--- src/rtl/icache_pkg.sv ---
// Shared types and address-field helpers for the direct-mapped instruction cache.
// Field widths derive from the line count and words per line; extract helpers return 32-bit values.
package icache_pkg;

  typedef enum logic [1:0] {IDLE, REQ, GAP, FILL} state_e;

  function automatic int ob_w(input int lw);
    return $clog2(lw);
  endfunction

  function automatic int ib_w(input int nl);
    return $clog2(nl);
  endfunction

  function automatic int tb_w(input int nl, input int lw);
    return 30 - ob_w(lw) - ib_w(nl);
  endfunction

  function automatic logic [31:0] off_of(input logic [31:0] a, input int lw);
    return (a >> 2) & 32'(lw - 1);
  endfunction

  function automatic logic [31:0] idx_of(input logic [31:0] a, input int nl, input int lw);
    return (a >> (2 + ob_w(lw))) & 32'(nl - 1);
  endfunction

  function automatic logic [31:0] tag_of(input logic [31:0] a, input int nl, input int lw);
    return a >> (2 + ob_w(lw) + ib_w(nl));
  endfunction

endpackage

--- src/rtl/icache_refill_fsm.sv ---
// Line refill sequencer: one memory handshake per word, with a one-cycle gap between requests
// so the memory's wait counter re-arms. Tracks flushes that land while a line is in flight.
module icache_refill_fsm
  import icache_pkg::*;
#(
  parameter int LINE_WORDS = 4,
  parameter int MEM_AW     = 10,
  localparam int OB        = ob_w(LINE_WORDS),
  localparam int LB        = 30 - OB
) (
  input  logic              clk_i,
  input  logic              resetn_i,
  input  logic              start_i,
  input  logic [LB-1:0]     line_i,
  input  logic              flush_i,
  input  logic              mem_valid_i,
  output logic [MEM_AW-1:0] mem_add_o,
  output logic              mem_re_o,
  output state_e            state_o,
  output logic [OB-1:0]     wcnt_o,
  output logic [LB-1:0]     line_o,
  output logic              wr_en_o,
  output logic              fill_o,
  output logic              flush_pend_o
);

  localparam logic [OB-1:0] LAST = OB'(LINE_WORDS - 1);

  state_e            state_q, state_d;
  logic [OB-1:0]     wcnt_q, wcnt_d;
  logic [LB-1:0]     line_q, line_d;
  logic              flush_pend_q, flush_pend_d;
  logic              mem_re_q, mem_re_d;
  logic [MEM_AW-1:0] mem_add_q, mem_add_d;

  always_ff @(posedge clk_i) begin
    if (!resetn_i) begin
      state_q      <= IDLE;
      wcnt_q       <= '0;
      line_q       <= '0;
      flush_pend_q <= 1'b0;
      mem_re_q     <= 1'b0;
      mem_add_q    <= '0;
    end else begin
      state_q      <= state_d;
      wcnt_q       <= wcnt_d;
      line_q       <= line_d;
      flush_pend_q <= flush_pend_d;
      mem_re_q     <= mem_re_d;
      mem_add_q    <= mem_add_d;
    end
  end

  always_comb begin
    state_d      = state_q;
    wcnt_d       = wcnt_q;
    line_d       = line_q;
    flush_pend_d = flush_pend_q;
    unique case (state_q)
      IDLE: begin
        if (start_i) begin
          state_d      = REQ;
          wcnt_d       = '0;
          line_d       = line_i;
          flush_pend_d = 1'b0;
        end
      end
      REQ: begin
        if (flush_i) flush_pend_d = 1'b1;
        if (mem_valid_i) begin
          if (wcnt_q == LAST) begin
            state_d = FILL;
          end else begin
            wcnt_d  = wcnt_q + 1'b1;
            state_d = GAP;
          end
        end
      end
      GAP: begin
        if (flush_i) flush_pend_d = 1'b1;
        state_d = REQ;
      end
      FILL: begin
        if (flush_i) flush_pend_d = 1'b1;
        state_d = IDLE;
      end
      default: state_d = IDLE;
    endcase
    // Request lines are registered: they follow the state being entered.
    mem_re_d  = (state_d == REQ);
    mem_add_d = (state_d == REQ) ? MEM_AW'({line_d, wcnt_d}) : mem_add_q;
  end

  always_comb begin
    wr_en_o = (state_q == REQ) && mem_valid_i;
    fill_o  = (state_q == FILL);
  end

  assign mem_add_o    = mem_add_q;
  assign mem_re_o     = mem_re_q;
  assign state_o      = state_q;
  assign wcnt_o       = wcnt_q;
  assign line_o       = line_q;
  assign flush_pend_o = flush_pend_q;

endmodule

--- src/rtl/icache_dm.sv ---
// Direct-mapped read-only instruction cache: hits answer in the request cycle, misses
// refill the whole line through icache_refill_fsm, then the held request hits.
module icache_dm
  import icache_pkg::*;
#(
  parameter int NLINES     = 16,
  parameter int LINE_WORDS = 4,
  parameter int MEM_AW     = 10
) (
  input  logic              clk_i,
  input  logic              resetn_i,
  input  logic [31:0]       core_add_i,
  input  logic              core_re_i,
  output logic [31:0]       core_data_o,
  output logic              core_valid_o,
  input  logic              flush_i,
  output logic [MEM_AW-1:0] mem_add_o,
  output logic              mem_re_o,
  input  logic [31:0]       mem_data_i,
  input  logic              mem_valid_i,
  output logic [31:0]       hit_cnt_o,
  output logic [31:0]       miss_cnt_o
);

  localparam int OB = ob_w(LINE_WORDS);
  localparam int IB = ib_w(NLINES);
  localparam int TB = tb_w(NLINES, LINE_WORDS);
  localparam int LB = TB + IB;

  logic              valid_q [NLINES];
  logic [TB-1:0]     tag_q   [NLINES];
  logic [31:0]       data_q  [NLINES][LINE_WORDS];
  logic [31:0]       hit_cnt_q, hit_cnt_d, miss_cnt_q, miss_cnt_d;

  logic [OB-1:0]     off;
  logic [IB-1:0]     idx;
  logic [TB-1:0]     tag;
  logic              hit, miss;

  state_e            state;
  logic [OB-1:0]     wcnt;
  logic [LB-1:0]     line;
  logic              wr_en, fill, flush_pend;
  logic [IB-1:0]     fill_idx;
  logic [TB-1:0]     fill_tag;

  assign off  = OB'(off_of(core_add_i, LINE_WORDS));
  assign idx  = IB'(idx_of(core_add_i, NLINES, LINE_WORDS));
  assign tag  = TB'(tag_of(core_add_i, NLINES, LINE_WORDS));

  assign hit  = (state == IDLE) && core_re_i && valid_q[idx] && (tag_q[idx] == tag);
  assign miss = (state == IDLE) && core_re_i && !hit;

  assign core_valid_o = hit;
  assign core_data_o  = hit ? data_q[idx][off] : 32'd0;

  assign fill_idx = line[IB-1:0];
  assign fill_tag = line[LB-1:IB];

  icache_refill_fsm #(
    .LINE_WORDS (LINE_WORDS),
    .MEM_AW     (MEM_AW)
  ) u_refill (
    .clk_i        (clk_i),
    .resetn_i     (resetn_i),
    .start_i      (miss),
    .line_i       ({tag, idx}),
    .flush_i      (flush_i),
    .mem_valid_i  (mem_valid_i),
    .mem_add_o    (mem_add_o),
    .mem_re_o     (mem_re_o),
    .state_o      (state),
    .wcnt_o       (wcnt),
    .line_o       (line),
    .wr_en_o      (wr_en),
    .fill_o       (fill),
    .flush_pend_o (flush_pend)
  );

  // A flush in the FILL cycle wins over the install, so the line stays invalid.
  for (genvar gi = 0; gi < NLINES; gi++) begin : g_valid
    always_ff @(posedge clk_i) begin
      if (!resetn_i)                          valid_q[gi] <= 1'b0;
      else if (flush_i)                       valid_q[gi] <= 1'b0;
      else if (fill && fill_idx == IB'(gi))   valid_q[gi] <= ~flush_pend;
    end
  end

  always_ff @(posedge clk_i) begin
    if (fill)  tag_q[fill_idx]        <= fill_tag;
    if (wr_en) data_q[fill_idx][wcnt] <= mem_data_i;
  end

  assign hit_cnt_d  = hit_cnt_q + 32'(hit);
  assign miss_cnt_d = miss_cnt_q + 32'(miss);

  always_ff @(posedge clk_i) begin
    if (!resetn_i) begin
      hit_cnt_q  <= '0;
      miss_cnt_q <= '0;
    end else begin
      hit_cnt_q  <= hit_cnt_d;
      miss_cnt_q <= miss_cnt_d;
    end
  end

  assign hit_cnt_o  = hit_cnt_q;
  assign miss_cnt_o = miss_cnt_q;

endmodule
--- config.mk ---
export PLATFORM = sky130hd
export DESIGN_NAME = icache_dm
export DESIGN_NICKNAME = d
export VERILOG_FILES = /design/src/rtl/icache_pkg.sv /design/src/rtl/icache_refill_fsm.sv /design/src/rtl/icache_dm.sv
export SDC_FILE = /design/constraint.sdc
export NUM_CORES = 2
export LEC_CHECK = 0
export ABC_AREA = 1
export BUFFER_PORTS_ARGS = -buffer_cell sky130_fd_sc_hd__buf_2
export CELL_PAD_IN_SITES_DETAIL_PLACEMENT = 0
export CELL_PAD_IN_SITES_GLOBAL_PLACEMENT = 1
export CORE_ASPECT_RATIO = 1.75
export CORE_MARGIN = 5
export CORE_UTILIZATION = 52
export DETAILED_ROUTE_END_ITERATION = 10
export GPL_TIMING_DRIVEN = 0
export MAX_ROUTING_LAYER = met4
export PLACE_DENSITY_LB_ADDON = 0.1
export SLEW_MARGIN = 20
export SYNTH_ARGS = -nofsm -noshare
export SYNTH_HDL_FRONTEND = slang
export SYNTH_SLANG_ARGS = --single-unit
--- constraint.sdc ---
create_clock -name clk_i -period 4.8 [get_ports clk_i]
set_input_delay 0 -clock clk_i [delete_from_list [all_inputs] [get_ports clk_i]]
set_output_delay 0 -clock clk_i [all_outputs]
set_load 0.02 [all_outputs]
==> impl_metrics.py <==
metrics = {
    "sta": {
        "fin_tns_setup_ns": -1.95,
        "final.setup_skew_ns": 0.0508,
        "slew_headroom_pct": 0.312,
        "setup_viol": 15,
        "post-route-period-util_pct": 106,
        "timing.fmax_mhz": 197,
        "worstMarginPinSlew_ns": 1.49,
        "setup_ws_ns": -0.270,
        "finalHoldViolCount": 0,
        "rsz0062_at_grt": "yes",
        "period_needed_ns": 5.07,
        "drv_slew": 0,
    },
    "critical_path": {
        "reg2reg_from": "tag_q[5][16]",
        "cp_top_family": "buffers and inverters",
        "cp_slowest_cell": "clkbuf_1",
        "crit_fanout": 10,
        "r2r-end": "hit_cnt_o[28]",
        "max_stage_delay_ns": 1.00,
        "end_kind": "output pin",
        "cp.buffers_inverters": 8,
        "critPathKind": "in2out",
        "crit_top_cell": "clkbuf_2",
        "reg2reg_slack_ns": 0.14,
        "cp.required_ns": 4.80,
        "crit_chain": "buf_2 -> inv_1 -> clkbuf_2 -> clkbuf_2 -> buf_12 -> clkbuf_2 -> clkbuf_1 -> o21ai_0 -> o211ai_1 -> nand3_1 -> nand2_1 -> nor3_1 -> buf_2",
        "crit_arrival_ns": 5.07,
        "reg2reg_depth": 28,
        "startpoint_type": "input port",
    },
    "global_routing": {
        "grt_start_max_net_pins": 65,
        "antenna_found_initial": 43,
        "grt_pass1_wl_um": 601000,
        "grt_usage_pct": 44.7,
        "overflow": 0,
        "grt_pass1_vias": 72034,
    },
    "pwr": {
        "ir_worst_vdd_mv": 0.441,
        "power_density_mw_per_mm2": 398,
        "power.leakage_uw": 0.0400,
    },
    "floorplanning": {
        "die_y_um": 595,
        "chipWidth_um": 344,
        "coreArea_mm2": 0.194,
        "fp.dieArea_mm2": 0.205,
        "ios": 177,
        "start_util_pct": 52.3,
        "num_rows": 214,
    },
    "drt": {
        "first_iter_violations": 11145,
        "dr.pass1.iters": 9,
        "drt-total-wl_um": 451000,
        "vias": 75694,
        "drt-vias-per-instance": 6.67,
        "post-route-drc-count": 0,
        "drtAntennaViolNets": 0,
        "wl_per_cell_um": 39.7,
    },
    "yosys": {
        "syn_area_per_cell_um2": 12.9,
        "yosys.cell_types.count": 43,
        "syn_inst": 7872,
        "synth_top_area_share_pct": 72.3,
        "async_reset_ff_share_pct": 0,
        "yosys-top-cells-area": "edfxtp_1, nand2_1, a21oi_1",
        "ys_warn_count": 0,
        "ys_seq_elements": 2556,
        "yosys.area.top_type": "edfxtp_1",
        "synth_fp_nets": 7946,
        "seq_area_frac_synth_pct": 74.4,
        "synth-edff-count": 2447,
        "synth_ff_type": "edfxtp_1",
        "synth_area_mm2": 0.102,
    },
    "outcome": {
        "violations": "max-capacitance violations, negative setup slack",
        "status": "finished with violations",
    },
    "clocking": {
        "cts_sinks": 2556,
        "clk_path_buf_depth": 4,
        "htree_levels": 4,
        "clock-root-buffer": "clkbuf_16",
        "clk_latency_ns": 0.90,
        "cts_tree": "built",
        "clk_pin_slew_worst_paths_ns": 0.07,
        "cts_inserted_buffers": 232,
    },
    "placed_design": {
        "globalplace.congestion": 1.08,
        "hpwl_um": 325000,
        "numPortBuffers": 171,
    },
    "final_layout": {
        "multi_input_area_mm2": 0.0240,
        "final-seq-area_mm2": 0.0757,
        "fin_nets": 8614,
        "nFillCells": 15422,
        "layout-drive-gt1-share_pct": 12.1,
        "syn_to_final_growth_pct": 17.3,
        "final_core_util_pct": 61.4,
    },
    "hold_path": {
        "hold_path_end": "data_q[0][38]",
        "min_path_type": "in2reg",
        "hp-start": "mem_data_i[6]",
        "holdPathStages": 2,
    },
    "flow_run": {
        "maxCapViolCount": 1,
    },
}
[power by group]
group | leakage, µW | total, µW | switching, µW | internal, µW
logic | 0.0135 | 3940 | 3090 | 854
clock network | 0.00363 | 18900 | 8470 | 10500
registers | 0.0229 | 24600 | 137 | 24500
total | 0.0400 | 47500 | 11700 | 35800
[kinds of logic (layout without fill, tap and decap cells)]
group / count (synthesis) / in the layout / share of synthesized area, %
xor gates and xnor gates: 7 / 7 / 0.0603
DFF: 2556 / 2556 / 74.4
buffers and inverters: 754 / 1606 / 2.98
adders and majority gates: 5 / 5 / 0.0615
other: 0 / 31 / 0
AOI/OAI and AO/OA: 1843 / 1843 / 11.9
and+or+nand+nor: 2707 / 2707 / 10.6
[state kept, by name, indices dropped and copies added, names as in the netlist]
signal / cells
valid_q: 16
u_refill.mem_re_o: 1
tag_q: 384
u_refill.mem_add_o: 10
u_refill.wcnt_o: 2
hit_cnt_o: 32
miss_cnt_o: 32
u_refill.state_o: 2
u_refill.line_o: 28
data_q: 2048
u_refill.flush_pend_o: 1
[how the worst max path moves through the flow]
stage / slack [ns] / start / depth (start not counted) / endpoint
finish: -0.27 / core_add_i[7] / 13 / core_data_o[24]
global route: -0.02 / tag_q[6][11] / 28 / hit_cnt_o[28]
CTS: -0.06 / tag_q[9][19] / 28 / hit_cnt_o[28]
detailed placement: -2.76 / core_add_i[7] / 26 / hit_cnt_o[28]
global placement: -2.65 / core_add_i[7] / 26 / hit_cnt_o[28]
floorplan: 0.65 / core_add_i[6] / 28 / hit_cnt_o[28]
[cell usage after synthesis, drive strengths merged (7+ instances only)]
cell type	instances
o221ai	128
a221o	75
buf	183
a221oi	182
nand2	1705
o21a	7
o211ai	144
dfxtp	109
inv	192
and2	8
clkbuf	377
edfxtp	2447
o21ai	400
a32o	125
nand4	11
nand3	354
o311ai	64
a21oi	705
nor2	551
nor3	61
[worst reg2reg max path, delay by kind of cell (launching register included)]
family,cells,cell delay (ns)
adder cells (fa/ha/maj),2,0.36
AND/OR/NAND/NOR,21,3.09
buffers and inverters,3,0.50
flip-flops,1,0.36
AO/OA/AOI/OAI,2,0.24
[cells in the final DEF, fill, tap and decap left out, types with 51 or more instances in the layout]
cell and count:
a21oi_1 705, a221o_1 75, a221oi_1 181, a32o_1 125, buf_1 51, buf_12 82
buf_16 67, buf_2 230, buf_4 65, clkbuf_1 340, clkbuf_16 234, clkbuf_2 73
clkinv_1 56, dfxtp_1 109, dlygate4sd3_1 82, edfxtp_1 2447, inv_1 188, nand2_1 1681
nand3_1 328, nor2_1 460, nor2_4 84, o211ai_1 144, o21ai_0 380, o221ai_1 128
o311ai_0 60
[routing by layer]
layer	wire [µm]	global-route usage, %	vias up	part of all wire (%)
met1	136000	45.9	37738	30
li1	-	-	30730	-
met5	0	-	-	0
met2	214000	70.1	5426	47
met4	60400	45.0	0	13
met3	40400	8.48	1800	9.0
[through the flow]
step	hold WS (ns)	cell area [µm²]	instances	setup slack (ns)	total power [µW]
3_5_place_dp	0.276	110000	10804	-2.76	28800
3_3_place_gp	0.271	106000	10635	-2.65	28600
2_1_floorplan	0.0989	102000	7872	0.652	26500
6_report	0.0894	119000	11347	-0.270	47500
4_1_cts	0.0486	119000	11307	-0.0596	47300
5_1_grt	0.0941	119000	11344	-0.0168	48300
[cell type report]
cell class	instances	area share (%)
flip-flops and latches	2556	63.4
multi-input cells	4562	20.1
clock buffers	271	5.03
repair buffers	437	4.67
well taps	2592	2.72
plain buffers	557	2.11
clock inverters	147	1.25
inverters	194	0.615
diodes	31	0.0650
[repair_timing]
item	CTS	global route
gates resized for setup	104	94
hold endpoints to repair	2127	0
setup buffers	5	9
hold buffers	82	0
setup endpoints to repair	83	39
pin swaps	12	28
(Power assumes the default switching activity.)
